**config.mk**
```make
export PLATFORM = sky130hd
export DESIGN_NAME = mem_stage
export DESIGN_NICKNAME = d
export VERILOG_FILES = /design/src/rtl/mips_pkg.sv /design/src/rtl/mem_wb_reg.sv /design/src/rtl/mem_stage.sv
export SDC_FILE = /design/constraint.sdc
export NUM_CORES = 1
export LEC_CHECK = 0
export ABC_CLOCK_PERIOD_IN_PS = 800
export CORE_MARGIN = 2
export CORE_UTILIZATION = 34
export CTS_CLUSTER_SIZE = 30
export DETAILED_ROUTE_END_ITERATION = 8
export PLACE_DENSITY_LB_ADDON = 0.12
export SLEW_MARGIN = 20
export SYNTH_ARGS = -nofsm -noshare
export SYNTH_HDL_FRONTEND = slang
export SYNTH_SLANG_ARGS = --single-unit
export TNS_END_PERCENT = 5
```
**constraint.sdc**
```tcl
create_clock -name clk -period 0.8 [get_ports clk]
set_input_delay 0.08 -clock clk [delete_from_list [all_inputs] [get_ports clk]]
set_output_delay 0.08 -clock clk [all_outputs]
set_load 0.05 [all_outputs]
```
**src/rtl/mips_pkg.sv**
```systemverilog
// ---------------------------------------------------------------------------
// mips_pkg
// Shared constants for the 16-bit MIPS core pipeline.
//   DATA_W, REG_ADDR_W : datapath and register-index widths
//   PIPE_W             : width of the MEM/WB pipeline register
//   WB_*               : bit positions of the MEM/WB register fields
//   MEM_IDLE/MEM_BUSY  : MEM-stage cache handshake FSM encoding
// ---------------------------------------------------------------------------
package mips_pkg;

  localparam int DATA_W     = 16;
  localparam int REG_ADDR_W = 3;
  localparam int PIPE_W     = 2 * DATA_W + REG_ADDR_W + 2;

  // MEM/WB register layout: {load data, alu result, reg_write_en, dest, wb_sel}
  localparam int WB_MEMDATA_HI = 36;
  localparam int WB_MEMDATA_LO = 21;
  localparam int WB_ALU_HI     = 20;
  localparam int WB_ALU_LO     = 5;
  localparam int WB_WEN        = 4;
  localparam int WB_DEST_HI    = 3;
  localparam int WB_DEST_LO    = 1;
  localparam int WB_SEL        = 0;

  localparam logic [0:0] MEM_IDLE = 1'b0;
  localparam logic [0:0] MEM_BUSY = 1'b1;

endpackage

```
**src/rtl/mem_wb_reg.sv**
```systemverilog
// ---------------------------------------------------------------------------
// mem_wb_reg
// MEM/WB pipeline register with bubble insertion.
//   clk    : pipeline clock
//   rst_n  : asynchronous active-low clear
//   bubble : load all-zero (no-op) instead of d on this edge
//   d      : next pipeline word
//   q      : registered pipeline word
// ---------------------------------------------------------------------------
module mem_wb_reg #(
  parameter int W = 37
) (
  input  logic         clk,
  input  logic         rst_n,
  input  logic         bubble,
  input  logic [W-1:0] d,
  output logic [W-1:0] q
);

  // Pipeline register: a bubble is an all-zero word, i.e. no register write.
  always_ff @(posedge clk or negedge rst_n) begin
    if (!rst_n) begin
      q <= {W{1'b0}};
    end else if (bubble) begin
      q <= {W{1'b0}};
    end else begin
      q <= d;
    end
  end

endmodule

```
**src/rtl/mem_stage.sv**
```systemverilog
// ---------------------------------------------------------------------------
// mem_stage
// MEM stage of the 16-bit MIPS core: issues loads/stores to the data cache,
// stalls the pipe while a cache miss is serviced, and owns the MEM/WB register.
// Ports:
//   clk, rst_n           : clock, asynchronous active-low reset
//   ex_*                 : EX/MEM pipeline inputs (held stable while stalled)
//   cache_req/we/addr/wdata, cache_rdata/ready : cache req/ready handshake
//   mem_stall            : freeze PC, IF/ID, ID/EX, EX/MEM
//   mem_op_dest          : MEM-stage destination for hazard detection (0 = none)
//   wb_pipe_reg          : MEM/WB register {memdata, alu, wen, dest, wb_sel}
//   stall_cycles         : saturating stall counter (MEM_STALL_CNT_EN only)
// Configuration macro: MEM_STALL_CNT_EN enables the stall counter and port.
// ---------------------------------------------------------------------------
module mem_stage #(
  parameter int DATA_W      = mips_pkg::DATA_W,
  parameter int REG_ADDR_W  = mips_pkg::REG_ADDR_W,
`ifdef MEM_STALL_CNT_EN
  parameter int STALL_CNT_W = 16,
`endif
  localparam int PIPE_W     = 2 * DATA_W + REG_ADDR_W + 2
) (
  input  logic                  clk,
  input  logic                  rst_n,
  input  logic                  ex_valid,
  input  logic [DATA_W-1:0]     ex_alu_result,
  input  logic [DATA_W-1:0]     ex_store_data,
  input  logic                  ex_mem_read,
  input  logic                  ex_mem_write,
  input  logic                  ex_reg_write_en,
  input  logic [REG_ADDR_W-1:0] ex_dest,
  input  logic                  ex_wb_sel,
  output logic                  cache_req,
  output logic                  cache_we,
  output logic [DATA_W-1:0]     cache_addr,
  output logic [DATA_W-1:0]     cache_wdata,
  input  logic [DATA_W-1:0]     cache_rdata,
  input  logic                  cache_ready,
  output logic                  mem_stall,
  output logic [REG_ADDR_W-1:0] mem_op_dest,
  output logic [PIPE_W-1:0]     wb_pipe_reg
`ifdef MEM_STALL_CNT_EN
  ,
  output logic [STALL_CNT_W-1:0] stall_cycles
`endif
);

  import mips_pkg::*;

  logic                mem_op_s;
  logic                is_load_s;
  logic                req_s;
  logic [0:0]          state_r;
  logic [0:0]          state_nxt_s;
  logic                bubble_s;
  logic [DATA_W-1:0]   load_data_s;
  logic [PIPE_W-1:0]   wb_next_s;

  // Read+write together is treated as a write, so it is never a load.
  assign mem_op_s  = ex_valid & (ex_mem_read | ex_mem_write);
  assign is_load_s = ex_mem_read & ~ex_mem_write;

  // Address/data come straight from EX/MEM; they hold still during a stall.
  assign cache_addr  = ex_alu_result;
  assign cache_wdata = ex_store_data;

  // rst_n gating makes a mid-access reset drop the request immediately,
  // even though the EX/MEM inputs may still describe a memory op.
  assign cache_we  = rst_n & ex_valid & ex_mem_write;
  assign cache_req = rst_n & req_s;
  assign mem_stall = rst_n & mem_op_s & ~cache_ready;

  // Request source: new op in IDLE, held high while waiting in BUSY.
  always_comb begin
    req_s = 1'b0;
    case (state_r)
      MEM_IDLE: req_s = mem_op_s;
      MEM_BUSY: req_s = 1'b1;
      default:  req_s = 1'b0;
    endcase
  end

  // Handshake FSM next state: enter BUSY on a miss, leave when ready.
  always_comb begin
    state_nxt_s = MEM_IDLE;
    case (state_r)
      MEM_IDLE: begin
        if (mem_op_s && !cache_ready) begin
          state_nxt_s = MEM_BUSY;
        end else begin
          state_nxt_s = MEM_IDLE;
        end
      end
      MEM_BUSY: begin
        if (cache_ready) begin
          state_nxt_s = MEM_IDLE;
        end else begin
          state_nxt_s = MEM_BUSY;
        end
      end
      default: state_nxt_s = MEM_IDLE;
    endcase
  end

  // Handshake FSM state register.
  always_ff @(posedge clk or negedge rst_n) begin
    if (!rst_n) begin
      state_r <= MEM_IDLE;
    end else begin
      state_r <= state_nxt_s;
    end
  end

  // Only loads carry cache data into write-back; stores and ALU ops carry 0.
  assign load_data_s = is_load_s ? cache_rdata : {DATA_W{1'b0}};
  assign wb_next_s   = {load_data_s, ex_alu_result, ex_reg_write_en, ex_dest, ex_wb_sel};
  assign bubble_s    = mem_stall | ~ex_valid;

  assign mem_op_dest = (ex_valid & ex_reg_write_en) ? ex_dest : {REG_ADDR_W{1'b0}};

  mem_wb_reg #(
    .W (PIPE_W)
  ) u_mem_wb_reg (
    .clk    (clk),
    .rst_n  (rst_n),
    .bubble (bubble_s),
    .d      (wb_next_s),
    .q      (wb_pipe_reg)
  );

`ifdef MEM_STALL_CNT_EN
  logic [STALL_CNT_W-1:0] stall_cnt_r;

  // Saturating count of stalled cycles; cleared only by reset.
  always_ff @(posedge clk or negedge rst_n) begin
    if (!rst_n) begin
      stall_cnt_r <= {STALL_CNT_W{1'b0}};
    end else if (mem_stall && (stall_cnt_r != {STALL_CNT_W{1'b1}})) begin
      stall_cnt_r <= stall_cnt_r + {{(STALL_CNT_W-1){1'b0}}, 1'b1};
    end else begin
      stall_cnt_r <= stall_cnt_r;
    end
  end

  assign stall_cycles = stall_cnt_r;
`else
  // No stall counter in this build.
`endif

endmodule
```
# Word-level counts from Yosys, hierarchy flattened
# Index checks and enable logic that the tools add are counted.
[op_classes]
muxes = 7
n_reduce_logical = 2
n_bitwise = 14
[ops]
columns = ["operator", "n"]
rows = [
  ["37-bit 2-to-1 mux", 1],
  ["16-bit 2-to-1 mux", 1],
  ["1-bit AND", 8],
  ["1-bit inverter", 4],
  ["1-bit case mux with 2 select lines", 2],
  ["3-bit 2-to-1 mux", 1],
  ["1-bit 2-to-1 mux", 2],
  ["1-bit OR", 2],
  ["1-bit logical AND", 1],
  ["1-bit logical NOT", 1],
]
[word_totals]
wordCells = 25
register_bits = 38
inputBits = 59

# Longest topological paths before layout
# Gate-level depths: netlist (run 1).
[logic_depth]
ltp_word = 6
depth_mapped = 4
ltp_nobuf = 2

# By module
# Synthesis (run 1) repeated with hierarchy kept, for this count alone.
[hier_totals]
hier_cells = 141
hier_area_um2 = 1684.1
[modules_own_cells]
columns = ["module", "area_each_um2", "cells_per_inst", "instances", "seq_area_each_um2"]
rows = [
  ["mem_wb_reg", 1208.7, 77, 1, 925.9],
  ["mem_stage", 475.5, 64, 1, 25.0],
]

# Worst setup path before layout (run 1)
# Ideal clock, no wire load.
[synth_timing]
path_type = "register to output"
startpoint = "register state_r"
endpoint = "output port cache_req"
stages_incl_launch_ff = 3
arrival_ns = 1.464
required_time_ns = 0.720
setup_slack_ns = -0.744
cell_sequence = "dfrtp_1 -> inv_1 -> a21boi_0"
[synth_via]
elab_chain_len = 3
[synth_rtl]
columns = ["item", "line_no", "text"]
rows = [
  ["from (decl)", "mem_stage.sv:53", "logic [0:0] state_r;"],
  ["from (signal assigned)", "mem_stage.sv:110", "state_r <= state_nxt_s;"],
  ["1-bit inverter", "n/a", ""],
  ["1-bit case mux with 2 select lines *", "mem_stage.sv:76", "case (state_r)"],
  ["1-bit AND *", "mem_stage.sv:70", "assign cache_req = rst_n & req_s;"],
  ["to (decl)", "mem_stage.sv:33", "output logic cache_req,"],
]
# Mark *: on every way between the ends. The rest lies on a longest branch, timed or not.

# Final worst setup path (run 1)
# Ends and elaborated chain as after synthesis.

==> results.txt, run 1 <==
Status: complete, but fails checks
Clk_lat worst skew: 0.28 ns
Worst Hold Depth: 3
Crit path largest cell delay: 0.34 ns
Maximum vdd drop: 0.807 mV
Max-cap violations: 0
Final setup fails: 39
Core box area: 5170 um^2
Sw Ratio: 30.6%
RSZ-0062 raised after global routing: true
CTS tree: done
CTS buffer count: 5
Flops & latches, synth: 38
Max Clock Skew: 0 ns
Max Root-Sink Buffers: 2
Worst hold path endpoint: u_mem_wb_reg.q[1]
Layout cell share with drive strength beyond 1: 52.0%
Footprint of the multi-input gates: 563 um^2
Failing checks: negative setup slack
Reg2reg start: state_r
Synthesis warning total: 0
Starting DRT DRC Count: 81
Final std cells w/o fill: 326
Share of the synthesized area in the top cell type: 51.7%
GRT Max-Usage Layer: met2
WL per Instance: 14.2 um
Crit path required time: 0.72 ns
PnR worst setup slack: -0.264 ns
Met3 Use GR: 5.93%
Die area: 6020 um^2
Wirelength, routed: 4640 um
Reg2reg setup slack: 0.21 ns
Dpl ws: -0.449 ns
WS Path Type: reg2out
FF-to-FF End: state_r
Worst path cell trace: inv_2 -> a21boi_2 -> buf_12
RePlAce Congestion: 0.733
N_diodes: 0
Beginning of the worst hold path: ex_dest[0]
Crit-path max FO: 2
Leakage: 1.59 nW
Largest net degree at the start of global routing: 27
Pwr Total: 0.00502 W
CTS clk-pin slew, worst paths: 0.07 ns
Routed vias/inst: 4.46
CTS root buffer: clkbuf_8
Register Area: 951 um^2
Placed Instances: 313
Nets@finish: 316
Starting Density: 35.6%
Fmax: 0.940 GHz
Clk pwr share: 25.5%
Final period util: 133%
Initial antenna violation count: 0
Post-route DRC: 0
Vias in the first global route: 1587
Slew margin rel.: 83.5%
Met2 global-route usage: 27.9%
Slew Viols, Final: 0
Part of the power in registers: 41.1%
Combinational share of power: 33.4%
Gr ovfl total: 0
Fin crit period: 1.06 ns
Library cells used by synthesis: 16
CP Launch Type: register
Die height: 77.6 um
CP max stage cell: dfrtp_1
Boundary pin count: 134
Worst-margin pin slew: 0.248 ns
Filler cells: 383
P&R area growth vs syn: 89.7%
Final Hold Violating Endpoints: 0
Arrival time worst endpoint: 0.98 ns
HP Class: in2reg
Router iterations before antenna repair: 4
Crit path max-delay family: flip-flops
Hpwl dp: 3530 um
WP buf/inv: 2
Sequential element share of the synthesized area: 51.7%
# port buffers: 101
Total power per unit cell area: 1440 nW/um^2
Synthesized Nets: 228
Most frequent cells in the layout: 62 x buf_12, 38 x dfrtp_1, 37 x nand2_1, 20 x a21oi_2
Internal power: 0.00348 W
Via count: 1454
Post-DRT Antenna Nets: 0
GR Util All Layers: 16.9%
Synth Area per Inst: 10.9 um^2
First-pass GRT wire length: 8010 um
NetSw: 0.00153 W
WP depth: 3
Clk sinks: 38
Die W: 77.6 um
Met1 Usage GRT: 20.3%
H-tree Lvls: 2
Most common cell after layout, fill and taps aside: buf_12
Synth Instances: 169
Worst setup EP type: output pin
Reg2Reg Depth: 2
Hold slack final: 0.0756 ns
Synth top area cells: dfrtp_1 52%, buf_4 13%, a21oi_2 9.5%, nand2_1 7.5%, nor3_2 5.4%
Std cell rows: 26
Mapped Area: 1840 um^2
Dominant cell type by area after synthesis: dfrtp_1
[layer usage]
metal / vias up / wire length, um
met2: 70 / 2350
met3: 22 / 448
met4: 0 / 107
met5: - / 0
li1: 686 / -
met1: 676 / 1740
[worst reg2reg max path, stage by stage, from the launching register on]
cell     delay, ns
dfrtp_1       0.37
inv_2         0.06
a21oi_1       0.05
[through the flow]
step	TNS (ns)	area [um^2]	util [%]
after global routing	-5.70	3490	67.5
after global placement	-17.13	3350	64.8
after detailed placement	-18.29	3350	64.8
after floorplan	-0.336	1850	-
final	-4.49	3490	67.5
after CTS	-5.43	3460	67.0
[power groups by stage]
stage                     Combinational, W  Clock [W]  Sequential, W
after floorplan                   0.000753          0        0.00233
after global placement             0.00168          0        0.00210
after detailed placement           0.00169          0        0.00210
after CTS                          0.00168    0.00134        0.00206
after global routing               0.00176    0.00142        0.00207
final                              0.00168    0.00128        0.00206
[cells in the mapped netlist, drive strengths merged]
library cell,number
nor2b,1
dfrtp,38
nand2b,1
nand2,37
a21boi,1
and3,5
buf,45
nor3,16
o21ai,1
a21oi,22
or2,1
inv,1
[sequential cells by signal, summed over array words and instances (netlist names)]
signal          flops
u_mem_wb_reg.q     37
state_r             1
[area by class of cell]
type	count	share of cell area, %
flip-flops and latches	38	27.2
well taps	70	2.51
clock buffers	6	2.36
multi-input cells	85	16.1
inverters	1	0.107
repair buffers	126	51.7
[kinds of logic after synthesis]
| group | count (synthesis) | synth area share [%] |
|---|---|---|
| simple gates | 61 | 18.3 |
| buf+inv | 46 | 19.3 |
| flops | 38 | 51.7 |
| compound gates | 24 | 10.7 |
[timing repair]
action / CTS / global route
setup endpoints to repair: 97 / 69
hold endpoints to repair: 38 / 0
hold buffers: 2 / 0
gates cloned: 0 / 0
pin swaps: 2 / 4
gates resized for setup: 34 / 13
buffers inserted: 2 / 3
[how the worst max path moves through the flow]
stage	start	to
floorplan	ex_valid	mem_op_dest[1]
global placement	ex_mem_read	mem_stall
global route	state_r	cache_req
detailed placement	ex_mem_read	u_mem_wb_reg.q[5]
finish	state_r	cache_req
CTS	state_r	cache_req
Note: power is estimated with default switching activity, not from simulation.
==> inputs of run 2 (changes only) <==
SLEW_MARGIN = 0   (was 20)
==> results of run 2 <==
The final DEF is identical to that of run 1; final timing and power are the same.
